$ cat src/rtl/rx_frame_ctrl.sv
// rx_frame_ctrl: UART receive framing FSM; define RX_MAJORITY_VOTE_EN for 2-of-3 sample voting.
`timescale 1ns/1ps
module rx_frame_ctrl (
  input  logic       clock,
  input  logic       reset_n,
  input  logic       baud_tick,
  input  logic       rx_in,
  input  logic [1:0] parity_type,
  input  logic [2:0] error_flag,
  output logic [7:0] raw_data,
  output logic       start_bit,
  output logic       parity_bit,
  output logic       stop_bit,
  output logic       recieved_flag,
  output logic       data_valid,
  output logic [2:0] error_latched,
  output logic       busy
);
  typedef enum logic [2:0] {IDLE, START, DATA, PARITY, STOP, CHECK} state_t;
  state_t state, state_nx;
  logic [3:0] tick_cnt;
  logic [2:0] bit_cnt;
  logic [1:0] par_cap;
  logic rx_s, mid, go;
`ifdef RX_MAJORITY_VOTE_EN
  logic [1:0] hist;
  always_ff @(posedge clock or negedge reset_n)
    if (!reset_n) hist <= 2'b11;
    else if (baud_tick) hist <= {hist[0], rx_in};
  assign rx_s = (rx_in & hist[0]) | (rx_in & hist[1]) | (hist[0] & hist[1]);
`else
  assign rx_s = rx_in;
`endif
  assign mid = baud_tick && tick_cnt == 4'd15;
  assign go = state == START && baud_tick && tick_cnt == 4'd7 && !rx_s;
  assign data_valid = state == CHECK;
  assign recieved_flag = data_valid;
  assign busy = state != IDLE;
  always_ff @(posedge clock or negedge reset_n)
    if (!reset_n) state <= IDLE;
    else state <= state_nx;
  always_comb begin
    state_nx = state;
    case (state)
      IDLE:    if (baud_tick && !rx_in) state_nx = START;
      START:   if (baud_tick && tick_cnt == 4'd7) state_nx = rx_s ? IDLE : DATA;
      DATA:    if (mid && bit_cnt == 3'd7) state_nx = ^par_cap ? PARITY : STOP;
      PARITY:  if (mid) state_nx = STOP;
      STOP:    if (mid) state_nx = CHECK;
      default: state_nx = IDLE;
    endcase
  end
  // frame fields persist until the next confirmed start bit
  always_ff @(posedge clock or negedge reset_n)
    if (!reset_n) begin
      tick_cnt <= 4'd0;
      bit_cnt <= 3'd0;
      par_cap <= 2'b00;
      raw_data <= 8'h00;
      start_bit <= 1'b1;
      parity_bit <= 1'b1;
      stop_bit <= 1'b1;
      error_latched <= 3'b000;
    end else begin
      if (baud_tick)
        tick_cnt <= (state inside {DATA, PARITY, STOP} || (state == START && tick_cnt != 4'd7)) ? tick_cnt + 4'd1 : 4'd0;
      if (go) begin
        start_bit <= 1'b0;
        parity_bit <= 1'b1;
        bit_cnt <= 3'd0;
        par_cap <= parity_type;
      end
      if (state == DATA && mid) begin
        raw_data <= {rx_s, raw_data[7:1]};
        bit_cnt <= bit_cnt + 3'd1;
      end
      if (state == PARITY && mid) parity_bit <= rx_s;
      if (state == STOP && mid) stop_bit <= rx_s;
      if (state == CHECK) error_latched <= error_flag;
    end
endmodule

$ cat config.mk
export PLATFORM = sky130hd
export DESIGN_NAME = rx_frame_ctrl
export DESIGN_NICKNAME = d
export VERILOG_FILES = /design/src/rtl/rx_frame_ctrl.sv
export SDC_FILE = /design/constraint.sdc
export NUM_CORES = 1
export LEC_CHECK = 0
export CAP_MARGIN = 30
export CELL_PAD_IN_SITES_DETAIL_PLACEMENT = 0
export CELL_PAD_IN_SITES_GLOBAL_PLACEMENT = 1
export CORE_ASPECT_RATIO = 0.5
export CORE_MARGIN = 3
export CORE_UTILIZATION = 39
export DETAILED_ROUTE_END_ITERATION = 16
export GPL_ROUTABILITY_DRIVEN = 0
export PLACE_DENSITY = 0.83
export SLEW_MARGIN = 15
export SYNTH_ARGS = -nofsm -noshare
export SYNTH_HDL_FRONTEND = slang
export SYNTH_SLANG_ARGS = --single-unit
$ cat constraint.sdc
create_clock -name clock -period 2.92 [get_ports clock]
set_input_delay 0.584 -clock clock [delete_from_list [all_inputs] [get_ports clock]]
set_output_delay 0.584 -clock clock [all_outputs]
set_load 0.05 [all_outputs]
==> flow_metrics.tcl <==
set metrics [dict create \
    status "finished, final reports clean" \
    finalSetupTns_ns 0 \
    dp.cells 164 \
    clock-root-buffer "clkbuf_8" \
    cts_buffer_depth 2 \
    tightest_slew_ns 0.733 \
    synth_edf_count 0 \
    synth.avg_cell_area_sq_um 11.9 \
    worstPathArrival_ns 1.90 \
    ios 26 \
    critical_path.endpoint_type "output port" \
    maxSlewHeadroom_pct 50.8 \
    cts_buffers 3 \
    drv_cap 0 \
    wl_per_cell_um 13.8 \
    critical_path.max_stage_delay_ns 0.71 \
    grt_max_degree 16 \
    final-hold-violation-count 0 \
    die_x_um 85.9 \
    grt_pass1_vias 890 \
    grt_pass1_wl_um 4180 \
    finalCritPeriodShare_pct 84.9 \
    drt-total-wl_um 2320 \
    synth-seq-cells 26 \
    detailed_place_hpwl_um 1800 \
    drtAntennaViolNets 0 \
    slew_viol_final 0 \
    cp-start-kind "flip-flop" \
    critPathTopFamily "buffers and inverters" \
    drt_iter0_drc 37 \
    min_path_type "flip-flop to flip-flop" \
    power_density_nw_per_um2 563 \
    cts_setup_buffers 0 \
    fmax_mhz 403 \
    grt_usage_pct 13.9 \
    hold_buffers 0 \
    rows 13 \
    drive_gt1_share_pct 18.3 \
    path_clk_slew_ns 0.08 \
    cts-htree-levels 1 \
    overflow 0 \
    via_per_inst 5.26 \
    die-area_sq_um 3950 \
    cts_tree "yes" \
    finalNonFillerCells 168 \
    slowest_stage "clkdlybuf4s50_1" \
    final_nets 144 \
    vias 883 \
    crit_chain "or3_1, clkdlybuf4s50_1" \
    dieHeight_um 46.0 \
    whs_ns 0.489 \
    rsz0062_at_grt "false" \
    start_util_pct 44.2 \
    syn2layout_area_growth_pct 26.4 \
    syn-cell-area_sq_um 1240 \
    min_period_ns 2.48 \
    antenna_cells 0 \
    synth_cell_types 33 \
    setup_viol 0 \
    antenna_found_initial 0 \
    dr.pass1.iters 4 \
    seq_area_frac_synth_pct 52.6 \
    ir_drop_v 0.000259 \
    port_buffers 25 \
    drcViolationCount 0 \
    cp_max_fo 11 \
    power.leakage_nw 0.754 \
    worstPathRequired_ns 2.34 \
    synth-main-ff-cell "dfrtp_1" \
    worst-path-buf-inv 1 \
    ctsResizeCount 0 \
    core_area_sq_um 2810 \
    synthCells 105 \
    yosys_warnings 0 \
    crit_type "flip-flop to output port" \
    synthesis.nets 117 \
    worstSkewPairLatency_ns 0.27 \
    clock_skew_ns 0.00416 \
    clock-sinks 26 \
    async_reset_ff_share_pct 100 \
]
## registers in the layout, summed over array words and instances, names as in the netlist
| signal | cells |
|---|---|
| stop_bit | 1 |
| parity_bit | 1 |
| par_cap | 2 |
| start_bit | 1 |
| error_latched | 3 |
| state | 3 |
| raw_data | 8 |
| tick_cnt | 4 |
| bit_cnt | 3 |
## kinds of logic (layout without fill, tap and decap cells)
| family | after synthesis | after routing | share of synthesized area, % |
|---|---|---|---|
| xor+xnor | 1 | 1 | 0.704 |
| flops | 26 | 26 | 52.6 |
| fa+ha+maj | 3 | 3 | 3.02 |
| compound gates | 17 | 17 | 9.15 |
| buf+inv | 11 | 37 | 4.92 |
| mux | 15 | 15 | 14.1 |
| simple gates | 32 | 32 | 15.6 |
## layout make-up
class	count	area (sq um)
fillers	247	1240
clock buffers	4	55.1
inverters	7	26.3
well taps	37	46.3
multi-input cells	68	529
flip-flops and latches	26	654
repair buffers	26	263
## routing by layer
metal  track usage (%)  share of wire, %
met4              4.73               1.3
met2              24.2                49
met1              17.1                46
met5                 0                 0
met3              3.79               3.8
## final timing paths
kind                                          from                           end  slack [ns]  cells after the start
max in group asynchronous                  reset_n       tick_cnt[2]$_DFFE_PN0P_        1.65                      2
hold / removal               start_bit$_DFFE_PN1P_         start_bit$_DFFE_PN1P_        0.49                      1
setup / recovery              state[0]$_DFFE_PN0P_                          busy        0.44                      2
min in group asynchronous                  reset_n  error_latched[0]$_DFFE_PN0P_        0.66                      1
setup reg to reg           tick_cnt[0]$_DFFE_PN0P_       raw_data[5]$_DFFE_PN0P_        1.00                      4
hold reg to reg              start_bit$_DFFE_PN1P_         start_bit$_DFFE_PN1P_        0.49                      1
## synth_stat cells (2+ instances only)
cell type  number  area (sq um)
dfrtp_1        23           576
mux2_2         12           135
nand2_1         8          30.0
inv_1           7          26.3
o21ai_0         6          30.0
nor2_1          5          18.8
o22ai_1         4          25.0
or3_1           4          25.0
dfstp_2         3          78.8
ha_1            3          37.5
a211o_1         2          17.5
buf_6           2          22.5
mux2_4          2          30.0
nand2b_1        2          12.5
nand3b_1        2          15.0
nor2b_1         2          12.5
nor3_1          2          10.0
## where the power goes
part,internal (mW),switching (mW),leakage (nW)
Combinational,0.0883,0.128,0.385
Clock,0.120,0.108,0.0288
Sequential,0.395,0.0467,0.340
## through the flow
step / power, mW / cell area (sq um) / util [%] / setup slack (ns)
2_1_floorplan: 0.598 / 1240 / - / 0.743
3_3_place_gp: 0.662 / 1510 / 53.8 / 0.425
3_5_place_dp: 0.666 / 1510 / 53.8 / 0.379
4_1_cts: 0.901 / 1570 / 55.8 / 0.0741
5_1_grt: 0.944 / 1570 / 55.9 / 0.363
6_report: 0.886 / 1570 / 55.9 / 0.441
## cells in the final DEF (no fill, tap or decap), types with 3 or more instances in the layout
cell and instances:
inv_1 7, or3_1 4, ha_1 3, dfstp_2 3
nand2_1 8, mux2_2 12, dfrtp_1 23, nor2_1 5
clkdlybuf4s50_1 23, o22ai_1 4, o21ai_0 6, clkbuf_8 4
(Power assumes the default switching activity.)
